$ cat src/rtl/multi_zone_monitor.sv
// Multi-zone temperature/presence/ignition monitor: snapshots N zones on a strobe and
// evaluates one zone per clock, driving hysteretic fans, debounced alarms and a hottest-zone report.
module multi_zone_monitor #(
  parameter int unsigned N_ZONES = 4,
  parameter int unsigned IW      = (N_ZONES > 1) ? $clog2(N_ZONES) : 1,
  parameter int unsigned TEMP_W  = 5,
  parameter int unsigned T_VENT  = 20,
  parameter int unsigned HYST    = 2,
  parameter int unsigned T_ALARM = 28,
  parameter int unsigned CONFIRM = 3
) (
  input  logic                      clk,
  input  logic                      rst,
  input  logic                      datos_listos,
  input  logic [N_ZONES*TEMP_W-1:0] temperatura,
  input  logic [N_ZONES-1:0]        presencia,
  input  logic [N_ZONES-1:0]        ignicion,
  output logic [N_ZONES-1:0]        ventilacion,
  output logic [N_ZONES-1:0]        zona_alarma,
  output logic                      alarma,
  output logic [1:0]                estado,
  output logic [TEMP_W-1:0]         temp_max,
  output logic [IW-1:0]             zona_max,
  output logic                      dato_perdido
);

  localparam int unsigned CW = $clog2(CONFIRM + 1);
  localparam logic [TEMP_W-1:0] TOn     = TEMP_W'(T_VENT);
  localparam logic [TEMP_W-1:0] TOff    = TEMP_W'(T_VENT - HYST);
  localparam logic [TEMP_W-1:0] TAlarm  = TEMP_W'(T_ALARM);
  localparam logic [CW-1:0]     CntMax  = CW'(CONFIRM);
  localparam logic [IW-1:0]     LastIdx = IW'(N_ZONES - 1);

  typedef enum logic [1:0] {
    StEspera  = 2'b00,
    StLeer    = 2'b01,
    StDecidir = 2'b10,
    StAlerta  = 2'b11
  } state_e;

  state_e                          state_q, state_d;
  logic [IW-1:0]                   idx_q, idx_d;
  logic [N_ZONES*TEMP_W-1:0]       temp_snap_q, temp_snap_d;
  logic [N_ZONES-1:0]              pres_snap_q, pres_snap_d;
  logic [N_ZONES-1:0]              ign_snap_q, ign_snap_d;
  logic [N_ZONES-1:0][CW-1:0]      cnt_q, cnt_d;
  logic [N_ZONES-1:0]              vent_q, vent_d;
  logic [N_ZONES-1:0]              zal_q, zal_d;
  logic                            alarma_q, alarma_d;
  logic [TEMP_W-1:0]               max_temp_q, max_temp_d;
  logic [IW-1:0]                   max_idx_q, max_idx_d;
  logic [TEMP_W-1:0]               temp_max_q, temp_max_d;
  logic [IW-1:0]                   zona_max_q, zona_max_d;
  logic                            lost_q, lost_d;

  logic [TEMP_W-1:0] cur_temp;
  logic              peligro;
  logic [CW-1:0]     cnt_new;
  logic              new_max;

  assign cur_temp = temp_snap_q[int'(idx_q)*TEMP_W +: TEMP_W];
  assign peligro  = (cur_temp >= TAlarm) | (ign_snap_q[idx_q] & ~pres_snap_q[idx_q]);
  assign cnt_new  = !peligro ? '0 :
                    (cnt_q[idx_q] == CntMax) ? CntMax : cnt_q[idx_q] + 1'b1;
  // Tracker restarts on zone 0; strict compare keeps the lowest index on ties.
  assign new_max  = (idx_q == '0) || (cur_temp > max_temp_q);

  always_comb begin
    state_d     = state_q;
    idx_d       = idx_q;
    temp_snap_d = temp_snap_q;
    pres_snap_d = pres_snap_q;
    ign_snap_d  = ign_snap_q;
    cnt_d       = cnt_q;
    vent_d      = vent_q;
    zal_d       = zal_q;
    alarma_d    = alarma_q;
    max_temp_d  = max_temp_q;
    max_idx_d   = max_idx_q;
    temp_max_d  = temp_max_q;
    zona_max_d  = zona_max_q;
    lost_d      = 1'b0;

    case (state_q)
      StEspera, StAlerta: begin
        if (datos_listos) begin
          temp_snap_d = temperatura;
          pres_snap_d = presencia;
          ign_snap_d  = ignicion;
          state_d     = StLeer;
        end
      end
      StLeer: begin
        lost_d  = datos_listos;
        idx_d   = '0;
        state_d = StDecidir;
      end
      StDecidir: begin
        lost_d = datos_listos;
        if (cur_temp >= TOn) begin
          vent_d[idx_q] = 1'b1;
        end else if (cur_temp < TOff) begin
          vent_d[idx_q] = 1'b0;
        end
        cnt_d[idx_q] = cnt_new;
        zal_d[idx_q] = (cnt_new == CntMax);
        if (new_max) begin
          max_temp_d = cur_temp;
          max_idx_d  = idx_q;
        end
        if (idx_q == LastIdx) begin
          alarma_d   = |zal_d;
          temp_max_d = max_temp_d;
          zona_max_d = max_idx_d;
          idx_d      = '0;
          state_d    = alarma_d ? StAlerta : StEspera;
        end else begin
          idx_d = idx_q + 1'b1;
        end
      end
      default: state_d = StEspera;
    endcase
  end

  always_ff @(posedge clk) begin
    if (rst) begin
      state_q     <= StEspera;
      idx_q       <= '0;
      temp_snap_q <= '0;
      pres_snap_q <= '0;
      ign_snap_q  <= '0;
      cnt_q       <= '0;
      vent_q      <= '0;
      zal_q       <= '0;
      alarma_q    <= 1'b0;
      max_temp_q  <= '0;
      max_idx_q   <= '0;
      temp_max_q  <= '0;
      zona_max_q  <= '0;
      lost_q      <= 1'b0;
    end else begin
      state_q     <= state_d;
      idx_q       <= idx_d;
      temp_snap_q <= temp_snap_d;
      pres_snap_q <= pres_snap_d;
      ign_snap_q  <= ign_snap_d;
      cnt_q       <= cnt_d;
      vent_q      <= vent_d;
      zal_q       <= zal_d;
      alarma_q    <= alarma_d;
      max_temp_q  <= max_temp_d;
      max_idx_q   <= max_idx_d;
      temp_max_q  <= temp_max_d;
      zona_max_q  <= zona_max_d;
      lost_q      <= lost_d;
    end
  end

  assign ventilacion  = vent_q;
  assign zona_alarma  = zal_q;
  assign alarma       = alarma_q;
  assign estado       = state_q;
  assign temp_max     = temp_max_q;
  assign zona_max     = zona_max_q;
  assign dato_perdido = lost_q;

endmodule

$ cat config.mk
export PLATFORM = sky130hd
export DESIGN_NAME = multi_zone_monitor
export DESIGN_NICKNAME = d
export VERILOG_FILES = /design/src/rtl/multi_zone_monitor.sv
export SDC_FILE = /design/constraint.sdc
export NUM_CORES = 1
export LEC_CHECK = 0
export CORE_UTILIZATION = 50
export CTS_CLUSTER_SIZE = 20
export DETAILED_ROUTE_END_ITERATION = 10
export HOLD_SLACK_MARGIN = 0.15
export PLACE_DENSITY = 0.76
export REMOVE_ABC_BUFFERS = 1
export SLEW_MARGIN = 20
export SYNTH_ARGS = -nofsm -noshare
export SYNTH_HDL_FRONTEND = slang
export SYNTH_SLANG_ARGS = --single-unit
export TNS_END_PERCENT = 5
$ cat constraint.sdc
create_clock -name clk -period 7.3 [get_ports clk]
set_input_delay 0.73 -clock clk [delete_from_list [all_inputs] [get_ports clk]]
set_output_delay 0.73 -clock clk [all_outputs]
set_load 0.01 [all_outputs]
# ---- Word-level counts from Yosys, hierarchy flattened
# Cells that the tools add are included.
dict set report op_classes {
  eq_ne 8
  bitwise_logic 7
  shifts 1
  mux 24
  n_lt_le_gt_ge 6
  add_sub_neg 2
  n_reduce_logical 14
  multipliers 1
}
# operator n
set op_table {}
lappend op_table {{20-bit by 6-bit indexed part select with 5-bit output} 1}
lappend op_table {{2-bit two-way mux} 9}
lappend op_table {{2-bit equality test, second input constant} 5}
lappend op_table {{5-bit >= comparator, second input constant} 2}
lappend op_table {{8-bit bitwise mux} 1}
lappend op_table {{4-bit two-way mux} 2}
lappend op_table {{2-bit AND reduction} 4}
lappend op_table {{2-bit case mux with 3 select lines} 1}
lappend op_table {{2-bit OR reduction} 3}
lappend op_table {{5-bit greater-than comparator} 1}
lappend op_table {{5-bit < comparator, second input constant} 1}
lappend op_table {{2-bit by 3-bit multiplier with 5-bit output, second input constant} 1}
lappend op_table {{5-bit two-way mux} 1}
lappend op_table {{2-bit by 1-bit adder with 2-bit output, second input constant} 2}
lappend op_table {{4-bit AND} 1}
lappend op_table {{1-bit binary-select mux with 2-bit select} 2}
lappend op_table {{2-bit binary-select mux with 2-bit select} 1}
lappend op_table {{4-bit bitwise mux} 1}
lappend op_table {{2-bit demux with 2-bit select} 1}
lappend op_table {{2-bit logical NOT} 2}
lappend op_table {{2-bit inequality test, second input constant} 2}
lappend op_table {{4-bit NOT} 1}
lappend op_table {{4-bit bitwise OR} 1}
lappend op_table {{2-bit case mux with 2 select lines} 1}
lappend op_table {{12 further kinds} 16}
dict set report word_totals {
  regBits 64
}

# ---- Longest topological paths before layout
dict set report depth {
  ltp_word 12
  depth_mapped 10
  mapped_depth_nobuf 8
}

# ---- Worst setup path before layout
# Ideal clock, no wire load.
dict set report synth_timing {
  path_type {register to register}
  startpoint {register idx_q[0]}
  endpoint {register temp_max_q[0], in the netlist temp_max[0]}
  path_stages_with_launch 9
  t_required_ns 7.214
  path_slack_ns 4.823
  path_buffers 1
  arrival_time_ns 2.391
  path_cell_list {dfxtp_1 > buf_6 > mux4_2 > ha_1 > nand2_1 > a211oi_2 > o22ai_4 > mux2i_1 > a211oi_1}
}
dict set report synth_between {
  elab_chain_cells 5
  elab_cells_between_ends 8
  cone_classes {mul (1); order compare (1); eq/ne (1); shift (1); mux (1); reduce/logical (3)}
}
# element line
set synth_lines {}
lappend synth_lines {{start, declared} 42} ;# logic [IW-1:0] idx_q, idx_d;
lappend synth_lines {{start signal, assigned} 143} ;# idx_q <= idx_d;
lappend synth_lines {{2-bit by 3-bit multiplier with 5-bit output} 61} ;# assign cur_temp = temp_snap_q[int'(idx_q)*TEMP_W +: TEMP_W];
lappend synth_lines {{20-bit by 6-bit indexed part select with 5-bit output} 61}
lappend synth_lines {{5-bit greater-than comparator} 66} ;# assign new_max = (idx_q == '0) || (cur_temp > max_temp_q);
lappend synth_lines {{1-bit logical OR} 66}
lappend synth_lines {{5-bit two-way mux} 107} ;# if (new_max) begin
lappend synth_lines {{end signal, assigned} 153} ;# temp_max_q <= temp_max_d;
lappend synth_lines {{end, declared} 52} ;# logic [TEMP_W-1:0] temp_max_q, temp_max_d;
# Parallel ways exist; a longest one is shown, timed or not.
# A chain may end at the register's enable or synchronous reset.

# ---- Worst setup path in the final report
dict set report layout_timing {
  startpoint {register idx_q[0]}
  endpoint {register zona_max_q[0], in the netlist zona_max[0]}
}
dict set report layout_between {
  elab_chain_cells 5
  elab_cells_between_ends 8
  cone_classes {mul (1); order compare (1); eq/ne (1); shift (1); mux (1); reduce/logical (3)}
}
# element line
set layout_lines {}
lappend layout_lines {{2-bit by 3-bit multiplier with 5-bit output} 61}
lappend layout_lines {{20-bit by 6-bit indexed part select with 5-bit output} 61}
lappend layout_lines {{5-bit greater-than comparator} 66}
lappend layout_lines {{1-bit logical OR} 66}
lappend layout_lines {{2-bit two-way mux} 107}
lappend layout_lines {{end signal, assigned} 154} ;# zona_max_q <= zona_max_d;
lappend layout_lines {{end, declared} 53} ;# logic [IW-1:0] zona_max_q, zona_max_d;
# Parallel ways exist; a longest one is shown, timed or not.

==> impl_metrics.yaml <==
synth:
  syn_area_um2: 2970
  synth_area_leaders: "dfxtp_1 43%, nand2_1 8.1%, a21oi_1 5.7%"
  synth_top_cell_by_area: "dfxtp_1"
  synth_area_per_cell_um2: 9.26
  ys_ff_latch: 64
  synth_top_area_share_pct: 43.1
  ys_top_cells_by_count: "64 x dfxtp_1, 64 x nand2_1, 34 x a21oi_1"
  yosysSeqAreaShare_pct: 43.1
  yosysUniqueCellTypes: 45
  synth_flop_cell: "dfxtp_1"
  yosysWarnings: 0
  async_flop_share_pct: 0
  syn_inst: 321
  synth-edff-count: 0
finish:
  fill_cells: 490
  multi_input_area_um2: 1530
  num-nets-final: 404
  syn_to_final_growth_pct: 21.7
  diodes: 0
  instances_no_fill: 438
  regArea_um2: 1280
  drive_gt1_share_pct: 9.02
critical_path:
  reg2reg_from: "idx_q[0]$_SDFFE_PP0N_"
  cp_cell_sequence: "mux4_2 -> ha_1 -> nand2_1 -> a211oi_2 -> o22ai_4 -> mux2i_1 -> a211oi_1"
  timing.critical_path.from: "idx_q[0]$_SDFFE_PP0N_"
  worstSetupPathType: "reg2reg"
  crit_buf_inv: 0
  crit_arrival_ns: 3.36
  slowest_stage: "dfxtp_1"
  critPathLaunchType: "flop"
  crit_fanout: 18
  crit_path_end_kind: "flop"
  critPathMaxStageDelay_ns: 0.86
  crit_family: "flip-flops"
  critPathRequiredTime_ns: 7.54
routing:
  drtIter0Drc: 120
  ant_nets: 0
  routed-via-count: 2373
  wl_per_cell_um: 13.4
  vias_per_cell: 5.42
  firstDrtPassIters: 4
  drc_errors: 0
  routed_wl_mm: 5.85
floorplanning:
  num_rows: 27
  dieArea_um2: 6260
  die_x_um: 79.1
  io_pins: 50
  die_h_um: 79.1
  core_region_area_um2: 5610
  start_util_pct: 53.0
clock_tree:
  clk_path_buf_depth: 2
  cts_hold_buf: 0
  cts_max_level: 3
  clock_latency_ns: 0.34
  cts_tree: "done"
  postCtsSetupRepairBufs: 0
  root_buffer: "clkbuf_8"
  cts-resized-gates: 0
  numCtsBuffers: 9
  cts.clk_slew.worst_paths_ns: 0.06
  cts.sinks: 64
timing:
  fmax_mhz: 321
  setup_viol: 0
  finalHoldViolCount: 0
  post-route-period-util_pct: 42.7
  slew_headroom_pct: 40.2
  setup_tns_ns: 0
  fin_crit_ns: 3.11
  rsz0062_at_grt: "no"
  tightestPinTransition_ns: 0.895
  slew_viol_final: 0
  skew_ns: 0.00655
power_and_ir_drop:
  p_leak_nw: 1.29
  power_density_nw_per_um2: 217
  ir_drop_v: 0.000149
global_routing:
  grt_max_degree: 78
  grt_pass1_vias: 2283
  grt_overflow_total: 0
  antenna_found_initial: 0
  track_usage_pct: 21.5
  grt_pass1_wl_mm: 10.2
hold_path:
  hp-class: "reg2reg"
  hold_start: "temp_snap_q[11]$_SDFFE_PP0P_"
run_status:
  status: "finished clean"
placed_design:
  dpl.hpwl_mm: 3.99
  place_inst: 423
  place.gp.congestion: 0.798
  io_buffers: 49
run:
  drv_cap: 0
## cell type report
class                   instances  area share [%]
clock buffers                  12            4.29
repair buffers                 50            13.6
multi-input cells             224            42.3
flip-flops and latches         64            35.4
clock inverters                 3           0.484
well taps                      72            2.49
inverters                      13            1.35
## kinds of logic (layout without fill, tap and decap cells)
family                   count (synthesis)  count (layout)  synth area share (%)
AND/OR/NAND/NOR                        118             118                  18.7
flip-flops                              64              64                  43.1
adder cells (fa/ha/maj)                 11              11                  4.63
multiplexers                            21              21                  10.3
AO/OA/AOI/OAI                           74              74                  17.9
buffers and inverters                   33              78                  5.39
## report_power, final
group / total, mW / switching [mW] / internal (mW)
registers: 0.383 / 0.0130 / 0.370
logic: 0.134 / 0.0753 / 0.0587
clock network: 0.267 / 0.128 / 0.139
total: 0.784 / 0.217 / 0.567
## path summary, 6_finish.rpt
kind	to	slack, ns	cells past startpoint
max	zona_max[0]$_SDFFE_PP0P_	4.19	7
min	temp_snap_q[11]$_SDFFE_PP0P_	0.45	2
max reg2reg	zona_max[0]$_SDFFE_PP0P_	4.19	7
min reg2reg	temp_snap_q[11]$_SDFFE_PP0P_	0.45	2
## metal layers
layer / share of wire [%] / GRT usage, %
met1: 46 / 25.6
met2: 48 / 35.9
met3: 3.3 / 4.94
met4: 2.4 / 11.1
met5: 0 / 0
## through the flow
stage | cell area [um2] | setup slack (ns) | utilization (%) | hold WS, ns | power, mW
floorplan | 2860 | 4.53 | - | 0.425 | 0.476
global placement | 3440 | 4.27 | 61.4 | 0.442 | 0.521
detailed placement | 3440 | 4.17 | 61.4 | 0.447 | 0.526
CTS | 3620 | 4.16 | 64.5 | 0.456 | 0.789
global route | 3620 | 3.90 | 64.5 | 0.474 | 0.826
finish | 3620 | 4.19 | 64.5 | 0.454 | 0.784
## worst register-to-register path, cell delays in order (launching register included)
cell and delay, ns:
dfxtp_1 0.86, mux4_2 0.69, ha_1 0.34, nand2_1 0.16, a211oi_2 0.36, o22ai_4 0.20
mux2i_1 0.16, a211oi_1 0.26
## cell usage in the layout, fill, tap and decap left out, drive strengths merged, types with 11 or more instances in the layout
| cell | count |
|---|---|
| a21oi | 34 |
| ha | 11 |
| o31ai | 12 |
| nand2 | 66 |
| nor2 | 20 |
| clkbuf | 12 |
| clkdlybuf4s50 | 48 |
| dfxtp | 64 |
| nand3b | 12 |
| inv | 13 |
| mux2i | 14 |
## sequential cells by signal, summed over array words and instances (netlist names), named ones only
name          count
alarma            1
cnt_q             8
dato_perdido      1
estado            2
idx_q             2
ign_snap_q        4
max_idx_q         2
max_temp_q        5
pres_snap_q       4
temp_max          5
temp_snap_q      20
zona_alarma       4
zona_max          2
No activity file was read; power rests on OpenSTA's default activity.
